===== config.mk =====
export PLATFORM = sky130hd
export DESIGN_NAME = pipe_hazard_scoreboard
export DESIGN_NICKNAME = d
export VERILOG_FILES = /design/src/rtl/pipe_hazard_pkg.sv /design/src/rtl/pipe_hazard_scoreboard_match.sv /design/src/rtl/pipe_hazard_scoreboard.sv
export SDC_FILE = /design/constraint.sdc
export NUM_CORES = 1
export LEC_CHECK = 0
export CAP_MARGIN = 20
export CORE_ASPECT_RATIO = 0.7
export CORE_MARGIN = 2
export CORE_UTILIZATION = 28
export CTS_CLUSTER_SIZE = 12
export DETAILED_ROUTE_END_ITERATION = 8
export GPL_TIMING_DRIVEN = 0
export PLACE_DENSITY = 0.5
export SLEW_MARGIN = 20
export SYNTH_ARGS = -nofsm -noshare
export SYNTH_HDL_FRONTEND = slang
export SYNTH_SLANG_ARGS = --single-unit
export TNS_END_PERCENT = 50

===== constraint.sdc =====
create_clock -name clk -period 2.4 [get_ports clk]
set_input_delay 0.48 -clock clk [delete_from_list [all_inputs] [get_ports clk]]
set_output_delay 0.48 -clock clk [all_outputs]
set_load 0.01 [all_outputs]

===== src/rtl/pipe_hazard_pkg.sv =====
// Shared types and defaults for the pipeline hazard scoreboard.
package pipe_hazard_pkg;

    localparam int unsigned NUM_REGS_DEF   = 16;
    localparam int unsigned DEPTH_DEF      = 3;
    localparam int unsigned LOAD_READY_DEF = 1;
    // Tag fields are stored at a fixed width so one struct serves any NUM_REGS up to 256.
    localparam int unsigned REG_W_MAX      = 8;
    localparam int unsigned FWD_RF         = 0;

    typedef struct packed {
        logic                 valid;
        logic                 wb_en;
        logic                 is_load;
        logic [REG_W_MAX-1:0] dest;
        logic [REG_W_MAX-1:0] src1;
        logic [REG_W_MAX-1:0] src2;
        logic                 two_src;
    } sb_entry_t;

    // True when entry e will write register src.
    function automatic logic produces(input sb_entry_t e, input logic [REG_W_MAX-1:0] src);
        return e.valid && e.wb_en && (e.dest == src);
    endfunction

endpackage


===== src/rtl/pipe_hazard_scoreboard_match.sv =====
// Per-entry comparator: does this in-flight writer feed the given source pair.
module sb_stage_match #(
    parameter int unsigned W = 8
) (
    input  logic         valid,
    input  logic         wb_en,
    input  logic         is_load,
    input  logic [W-1:0] dest,
    input  logic [W-1:0] src1,
    input  logic [W-1:0] src2,
    input  logic         two_src,
    output logic         match1,
    output logic         match2,
    output logic         load_match
);

    assign match1     = valid && wb_en && (dest == src1);
    assign match2     = valid && wb_en && two_src && (dest == src2);
    assign load_match = is_load && (match1 || match2);

endmodule


===== src/rtl/pipe_hazard_scoreboard.sv =====
// In-order pipeline hazard scoreboard: ID-stage stall and EXE forward selects.
// Optional HAZARD_STATS_EN adds saturating stall_cnt / fwd_cnt counters.
module pipe_hazard_scoreboard
    import pipe_hazard_pkg::*;
#(
    parameter  int unsigned NUM_REGS   = NUM_REGS_DEF,
    parameter  int unsigned DEPTH      = DEPTH_DEF,
    parameter  int unsigned LOAD_READY = LOAD_READY_DEF,
    localparam int unsigned REG_W      = $clog2(NUM_REGS),
    localparam int unsigned SEL_W      = (DEPTH > 1) ? $clog2(DEPTH) : 1
) (
    input  logic             clk,
    input  logic             rst,
    input  logic             fw_en,
    input  logic             id_valid,
    input  logic [REG_W-1:0] id_src1,
    input  logic [REG_W-1:0] id_src2,
    input  logic             id_two_src,
    input  logic             id_wb_en,
    input  logic             id_is_load,
    input  logic [REG_W-1:0] id_dest,
    input  logic             flush,
    output logic             stall,
    output logic [SEL_W-1:0] fwd_sel1,
`ifdef HAZARD_STATS_EN
    output logic [SEL_W-1:0] fwd_sel2,
    output logic [31:0]      stall_cnt,
    output logic [31:0]      fwd_cnt
`else
    output logic [SEL_W-1:0] fwd_sel2
`endif
);

    sb_entry_t ent [DEPTH];
    sb_entry_t new_ent;

    logic [REG_W_MAX-1:0] id_s1_w;
    logic [REG_W_MAX-1:0] id_s2_w;
    logic [DEPTH-1:0]     id_m1;
    logic [DEPTH-1:0]     id_m2;
    logic [DEPTH-1:0]     id_lm;

    assign id_s1_w = REG_W_MAX'(id_src1);
    assign id_s2_w = REG_W_MAX'(id_src2);

    // Compare the ID operands against every tracked writer.
    for (genvar k = 0; k < DEPTH; k++) begin : g_match
        sb_stage_match #(.W(REG_W_MAX)) u_match (
            .valid      (ent[k].valid),
            .wb_en      (ent[k].wb_en),
            .is_load    (ent[k].is_load),
            .dest       (ent[k].dest),
            .src1       (id_s1_w),
            .src2       (id_s2_w),
            .two_src    (id_two_src),
            .match1     (id_m1[k]),
            .match2     (id_m2[k]),
            .load_match (id_lm[k])
        );
    end

    // Stall: any producer without forwarding, only not-yet-ready loads with it.
    always_comb begin
        logic raw_any;
        logic load_early;
        raw_any    = 1'b0;
        load_early = 1'b0;
        stall      = 1'b0;
        for (int unsigned k = 0; k < DEPTH; k++) begin
            raw_any = raw_any | id_m1[k] | id_m2[k];
            if (k < LOAD_READY) begin
                load_early = load_early | id_lm[k];
            end
        end
        if (id_valid && !flush) begin
            stall = fw_en ? load_early : raw_any;
        end
    end

    // Entry entering EXE; bubble when stalled, flushed or empty.
    always_comb begin
        new_ent = '0;
        if (id_valid && !flush && !stall) begin
            new_ent.valid   = 1'b1;
            new_ent.wb_en   = id_wb_en;
            new_ent.is_load = id_is_load;
            new_ent.dest    = REG_W_MAX'(id_dest);
            new_ent.src1    = id_s1_w;
            new_ent.src2    = id_s2_w;
            new_ent.two_src = id_two_src;
        end
    end

    always_ff @(posedge clk or negedge rst) begin
        if (!rst) begin
            for (int unsigned k = 0; k < DEPTH; k++) begin
                ent[k] <= '0;
            end
        end else begin
            ent[0] <= new_ent;
            for (int unsigned k = 1; k < DEPTH; k++) begin
                ent[k] <= ent[k-1];
            end
        end
    end

    // Forward selects; scanning oldest to youngest lets the youngest producer win.
    always_comb begin
        fwd_sel1 = SEL_W'(FWD_RF);
        fwd_sel2 = SEL_W'(FWD_RF);
        if (fw_en && ent[0].valid) begin
            for (int k = int'(DEPTH) - 1; k >= 1; k--) begin
                if (produces(ent[k], ent[0].src1)) begin
                    fwd_sel1 = SEL_W'(k);
                end
                if (ent[0].two_src && produces(ent[k], ent[0].src2)) begin
                    fwd_sel2 = SEL_W'(k);
                end
            end
        end
    end

`ifdef HAZARD_STATS_EN
    logic fwd_active;
    assign fwd_active = (fwd_sel1 != SEL_W'(FWD_RF)) || (fwd_sel2 != SEL_W'(FWD_RF));

    always_ff @(posedge clk or negedge rst) begin
        if (!rst) begin
            stall_cnt <= 32'd0;
            fwd_cnt   <= 32'd0;
        end else begin
            if (stall && (stall_cnt != 32'hFFFF_FFFF)) begin
                stall_cnt <= stall_cnt + 32'd1;
            end
            if (fwd_active && (fwd_cnt != 32'hFFFF_FFFF)) begin
                fwd_cnt <= fwd_cnt + 32'd1;
            end
        end
    end
`endif

endmodule

After elaboration in Yosys (flattened, before gate mapping)
Index checks and enable logic that the tools add are counted.
- bits in registers: 48
- bits of input ports: 20
- output and inout port bits: 5
- word-level logic and storage cells: 62
- eq/ne operators: 10
- multiplexer cells: 9
- bitwise logic cells: 5
- reductions and logical operators: 25
- operators with widths (operator ; count):
    $eq A8 B4 Y1 ; 6
    $eq A8 B8 Y1 ; 4
    $mux W28 ; 1
    $logic_and A1 B1 Y1 ; 22
    $mux W2 ; 6
    $or A1 B1 Y1 ; 5
    $logic_not A1 Y1 ; 2
    $mux W1 ; 2
    $logic_or A1 B1 Y1 ; 1

Depth between registers and ports, before layout
Gate-level depths: netlist (run 1).
- depth after elaboration: 13
- mapped depth: 7

Hierarchy
A second synthesis (run 1) with hierarchy kept.
- cells, all modules: 156
- area, all modules: 1734.2 um^2
- by module, submodules not included (module ; instances ; cells an instance ; area each (um^2) ; sequential area each (um^2)):
    pipe_hazard_scoreboard ; 1 ; 81 ; 1122.3 ; 750.7
    sb_stage_match ; 3 ; 25 ; 203.9 ; 0.0

Worst setup path after synthesis (run 1)
No wires, ideal clock.
- path type: input to output
- start point: in id_src2[1]
- end point: out stall
- arrival: 1.426 ns
- path slack: 0.494 ns
- stages: 4
- cell sequence: xor2_1 > nor4_1 > nor2_1 > o31ai_1
- longest elaborated chain between the ends: 9
- elaborated cells on any way between the ends: 15
- those cells by class: eq/ne (3); mux (2); bitwise (5); reduce/logical (5)
- ends and longest elaborated chain (element ; RTL line ; RTL):
    from (decl) ; pipe_hazard_scoreboard.sv:17 ; input logic [REG_W-1:0] id_src2,
    $eq A8 B4 Y1 ; pipe_hazard_scoreboard_match.sv:18 ; assign match2 = valid && wb_en && two_src && (dest == src2);
    $logic_and A1 B1 Y1 ; pipe_hazard_scoreboard_match.sv:18 ;
    $or A1 B1 Y1 (5 in series) ; pipe_hazard_scoreboard.sv:70 ; raw_any = raw_any | id_m1[k] | id_m2[k];
    $mux W1 (*) ; pipe_hazard_scoreboard.sv:76 ; stall = fw_en ? load_early : raw_any;
    $mux W1 (*) ; pipe_hazard_scoreboard.sv:75 ; if (id_valid && !flush) begin
    to (decl) ; pipe_hazard_scoreboard.sv:23 ; output logic stall,
Every way passes the cells marked *; elsewhere a longest branch is shown, timed or not.

Worst setup path after layout (run 1)
Ends and elaborated chain as after synthesis.

==> flow_summary.yaml, run 1 <==
outcome:
  status: "finished, final reports clean"
synthesis:
  ys_types: 23
  synth_area_leaders: "dfrtp_1 49%, xnor2_1 13%, xor2_1 12%"
  yosysTopAreaCell: "dfrtp_1"
  synth.most_common_cell: "dfrtp_1"
  synth_common_cells: "28 x dfrtp_1, 21 x xnor2_1, 19 x xor2_1"
  syn-num-nets: 142
  ys_seq_area_share_pct: 48.78
  synth_seq_cells: 28
  synth_edf_count: 0
  async_flop_share_pct: 100.0
  synthCells: 122
  yosysWarnings: 0
  synth_area_um2: 1436
  syn_avg_cell_area_um2: 11.77
  synth_flop_cell: "dfrtp_1"
  yosysTopAreaCellShare_pct: 48.78
cells_and_area:
  area_delta_synth_final_pct: 28.75
  diodes: 0
  finish.utilization_pct: 38.04
  finalNetCount: 172
  largest_reg_flops: 28
  top_regs: "ent x28"
  fin_cells: 220
  top_register: "ent"
  drive_gt1_share_pct: 21.19
place:
  globalplace.congestion: 0.7511
  dp.cells: 215
  dpl.hpwl_um: 2577
  dp_slack_ns: -0.7087
  numPortBuffers: 24
global_route:
  grt_pass1_vias: 1001
  grt_use_total_pct: 12.36
  gr-total-overflow: 0
  grt_max_degree: 29
  antenna_found_initial: 0
  grt_pass1_wl_um: 5216
clock_network:
  cts_tree: "yes"
  ctsHoldBuffers: 0
  htree_num_levels: 1
  cts_root_buf: "clkbuf_8"
  path_clk_slew_ns: 0.09
  worst_skew_pair.late_latency_ns: 0.27
  cts_buffer_depth: 2
  numCtsBuffers: 3
  clock-sinks: 28
setup_path:
  reg2reg_depth: 6
  crit_path_start_kind: "input pin"
  crit_arrival_ns: 1.82
  crit_fanout: 4
  path_class: "in -> out"
  cpPeakStageDelay_ns: 0.33
  path_buf_inv: 2
  crit_slowest_cell: "nor4_4"
  critPathRequiredTime_ns: 1.92
  endpoint_kind: "primary output"
  cp_top_family: "buffers and inverters"
  crit_cells: 6
  path_cells: "dlygate4sd2_1 -> xor2_1 -> nor4_4 -> nor2_1 -> o31ai_1 -> buf_2"
power:
  seqPwrFrac_pct: 54.8
  power.static_leakage_nw: 0.7838
  switching_power_mw: 0.2499
  vdd_drop_max_mv: 0.3350
  p_clk_share_pct: 28.9
  p_per_area_nw_per_um2: 528.6
  pwr-share-comb_pct: 16.4
  p_int_mw: 0.7276
  p_sw_share_pct: 25.56
routing:
  wl_per_cell_um: 14.72
  dr.first_iter.drc_count: 55
  drtAntennaViolNets: 0
  viasPerCell: 4.523
  firstDrtPassIters: 4
  drt-total-wl_um: 3238
  vias: 995
  drc_errors: 0
die:
  start_util_pct: 29.55
  die_area_um2: 5728
  core_area_um2: 4861
  die_y_um: 63.93
  die_w_um: 89.61
  core.rowCount: 21
  ios: 25
timing:
  hold_viol: 0
  worst_slew_pin_slew_ns: 0.5941
  maxSlewHeadroom_pct: 60.39
  fin_setup_tns_ns: 0
  finClkSkew_ns: 0.003170
  finalSetupViolCount: 0
  slew_viol_final: 0
  fmax_ghz: 0.4353
  setup_ws_ns: 0.1028
  finalCritPeriodShare_pct: 95.71
  fin_crit_ns: 2.297
  rsz0062_at_grt: "no"
job:
  maxCapViolCount: 0
worst_hold_path:
  min_path_type: "in -> async"
-- cell type report --
class	count	area, um^2
fillers	489	3012
well taps	69	86.33
plain buffers	2	16.27
multi-input cells	92	763.2
flip-flops and latches	28	708.2
repair buffers	25	220.2
clock buffers	4	55.05
-- per-stage QoR --
step	hold slack [ns]	total power, mW	area (um^2)
CTS	0.2236	0.9885	1848
detailed placement	0.3967	0.7015	1758
global route	0.2534	1.022	1849
global placement	0.3920	0.6981	1763
finish	0.2033	0.9775	1849
floorplan	0.1844	0.6236	1436
-- timing repair --
item | CTS | global route
buffers inserted | 1 | 0
gates cloned | 0 | 0
resized for setup | 28 | 11
pin swaps | 4 | 4
setup endpoints to repair | 15 | 2
-- cell usage in the layout, fill, tap and decap left out, drive strengths merged, types with 2 or more instances in the layout --
cell / n
nand4: 7
xor2: 19
a21boi: 15
xnor2: 21
dlygate4sd2: 9
clkdlybuf4s50: 8
nor2: 3
dfrtp: 28
o31ai: 2
nand2: 3
clkbuf: 6
nor3: 2
o21ai: 2
clkdlybuf4s15: 2
nor2b: 2
nand3: 5
buf: 5
nor4: 4
or3: 2
-- cell families (layout without fill, tap and decap cells) --
kind of cell           after synthesis  in the layout  share of synthesized area (%)
AO/OA/AOI/OAI                       21             21                          13.15
XOR/XNOR                            40             40                          24.39
buffers and inverters                2             31                          1.132
flip-flops                          28             28                          48.78
AND/OR/NAND/NOR                     31             31                          12.54
-- routing by layer --
| layer | global-route usage, % | share of wire [%] | wire (um) | vias to the layer above |
|---|---|---|---|---|
| li1 | - | - | - | 486 |
| met1 | 19.16 | 50 | 1608 | 490 |
| met2 | 17.65 | 46 | 1494 | 19 |
| met3 | 3.488 | 4.2 | 135 | 0 |
| met4 | 1.119 | 0 | 0 | 0 |
| met5 | 0 | 0 | 0 | - |
-- power groups by stage --
stage          Clock, mW  Sequential [mW]  Combinational (mW)
2_1_floorplan          0            0.534              0.0893
3_3_place_gp           0            0.544               0.154
3_5_place_dp           0            0.545               0.157
4_1_cts            0.293            0.535               0.161
5_1_grt            0.305            0.541               0.176
6_report           0.282            0.535               0.160
-- worst register-to-register path, stage by stage (launching register included) --
cell and delay, ns:
dfrtp_1 0.42, xor2_1 0.27, nor4_4 0.09, or3_1 0.37, or3_4 0.38, buf_6 0.18, a21boi_2 0.15
-- path summary, 6_finish.rpt --
| check | start | endpoint | slack (ns) |
|---|---|---|---|
| setup / recovery | id_src2[1] | stall | 0.10 |
| hold / removal | rst | ent[81] | 0.20 |
| setup reg to reg | ent[73] | ent[66] | 0.47 |
| hold reg to reg | ent[82] | ent[54] | 0.41 |
| max in group asynchronous | rst | ent[18] | 1.77 |
| min in group clk | ent[82] | ent[54] | 0.41 |
Note: power is estimated with default switching activity, not from simulation.
==> run 2, diff against run 1 <==
--- a/config.mk
+++ b/config.mk
@@ -12,9 +12,9 @@
 export CTS_CLUSTER_SIZE = 12
 export DETAILED_ROUTE_END_ITERATION = 8
 export GPL_TIMING_DRIVEN = 0
-export PLACE_DENSITY = 0.5
-export SLEW_MARGIN = 20
+export PLACE_DENSITY = 0.49
 export SYNTH_ARGS = -nofsm -noshare
 export SYNTH_HDL_FRONTEND = slang
+export SYNTH_HIERARCHICAL = 1
 export SYNTH_SLANG_ARGS = --single-unit
 export TNS_END_PERCENT = 50
==> flow_summary.yaml, run 2 <==
power:
  power.static_leakage_nw: 0.9881
  vdd_drop_max_mv: 0.2029
  p_per_area_nw_per_um2: 431.5
routing:
  drtAntennaViolNets: 0
  drt-total-wl_um: 3629
  wl_per_cell_um: 11.82
  drc_errors: 0
  vias: 1203
  firstDrtPassIters: 2
  dr.first_iter.drc_count: 50
  viasPerCell: 3.919
cells_and_area:
  finish.utilization_pct: 40.70
  top_register: "ent"
  drive_gt1_share_pct: 14.22
  num-fill-cells: 598
  area_delta_synth_final_pct: 39.66
  diodes: 0
  post-route-cell-area_um2: 2331
  largest_reg_flops: 28
  final_cell_mix: "48 x xnor2_1, 48 x conb_1, 23 x dfrtp_1"
  finalNetCount: 253
  top_regs: "ent x28"
timing:
  fin_crit_ns: 2.491
  slew_viol_final: 0
  hold_viol: 0
  setup_ws_ns: -0.09128
  worst_slew_pin_slew_ns: 0.8027
  rsz0062_at_grt: "yes"
  finClkSkew_ns: 0.004295
  fmax_ghz: 0.4014
  maxSlewHeadroom_pct: 46.32
  fin_worst_hold_slack_ns: 0.4212
  finalSetupViolCount: 2
  finalCritPeriodShare_pct: 103.8
clock_network:
  clock-sinks: 28
  cts_tree: "yes"
  worst_skew_pair.late_latency_ns: 0.28
  path_clk_slew_ns: 0.09
  cts_buffer_depth: 2
  htree_num_levels: 1
  cts_root_buf: "clkbuf_8"
  ctsHoldBuffers: 0
  numCtsBuffers: 3
die:
  die_y_um: 68.60
  die_w_um: 96.28
  die_area_um2: 6604
  ios: 25
  core_area_um2: 5727
  start_util_pct: 29.15
  core.rowCount: 23
global_route:
  grt_max_degree: 16
  antenna_found_initial: 0
  grt_use_total_pct: 12.69
  grt_pass1_vias: 1149
  grt_pass1_wl_um: 5989
  gr-total-overflow: 0
setup_path:
  cpPeakStageDelay_ns: 0.53
  r2r_slack_ns: 0.46
  crit_fanout: 5
  path_buf_inv: 1
  crit_arrival_ns: 2.01
  crit_path_start_kind: "flip-flop"
  path_cells: "xor2_1 -> nor4_2 -> and3_1 -> clkdlybuf4s50_1"
  cp_top_family: "simple AND/OR/NAND/NOR gates"
  path_class: "reg -> out"
  crit_slowest_cell: "clkdlybuf4s50_1"
  critPathRequiredTime_ns: 1.92
  endpoint_kind: "primary output"
outcome:
  status: "complete, but fails checks"
  violations: "setup timing"
place:
  dp_slack_ns: -0.8852
  numPortBuffers: 24
  globalplace.congestion: 0.7774
  dpl.hpwl_um: 2983
  placed_cell_area_um2: 2207
job:
  maxCapViolCount: 0
worst_hold_path:
  min_path_type: "reg -> reg"
synthesis:
  yosysWarnings: 6
  syn_avg_cell_area_um2: 10.98
  synth_area_um2: 1669
  synthCells: 152
-- run 2: cell type report --
cell class	count	area, um^2	area share, %
multi-input combinational	170	1179	50.56
sequential	28	706.9	30.33
timing repair buffer	29	285.3	12.24
tap	75	93.84	4.026
clock buffer	4	55.05	2.362
buffer	1	11.26	0.4831
-- run 2: worst paths after layout --
path,start,to,depth (start not counted)
setup / recovery,ent[45],fwd_sel1[0],4
hold / removal,ent[82],ent[54],0
setup reg to reg,ent[75],ent[66],10
hold reg to reg,ent[82],ent[54],0
max in group asynchronous,rst,ent[45],2
min in group asynchronous,rst,ent[20],1
-- run 2: power by group --
group          switching, mW  total (mW)  internal [mW]
logic                 0.0935       0.197          0.103
registers             0.0231       0.513          0.489
clock network          0.150       0.297          0.147
total                  0.266        1.01          0.740
-- run 2: metrics by stage --
step           setup TNS, ns  power [mW]  cells
5_1_grt              -0.3973       1.067    307
3_5_place_dp          -3.789      0.7120    299
3_3_place_gp          -3.806      0.7060    298
2_1_floorplan              0      0.6337    199
4_1_cts              -0.1388       1.016    307
6_report             -0.1032       1.006    307
-- run 2: timing repair --
item                                    CTS  global route
endpoints found under the setup margin    5             3
gates resized for setup                  35             3
buffers inserted                          4             0
pin swaps                                11             1
-- run 2: per-layer routing --
metal  up-vias  track usage (%)  part of all wire (%)
met3         5            3.152                   3.7
met4         0            2.143                  0.66
li1        626                -                     -
met1       554            18.67                    54
met5         -                0                     0
met2        18            19.01                    41
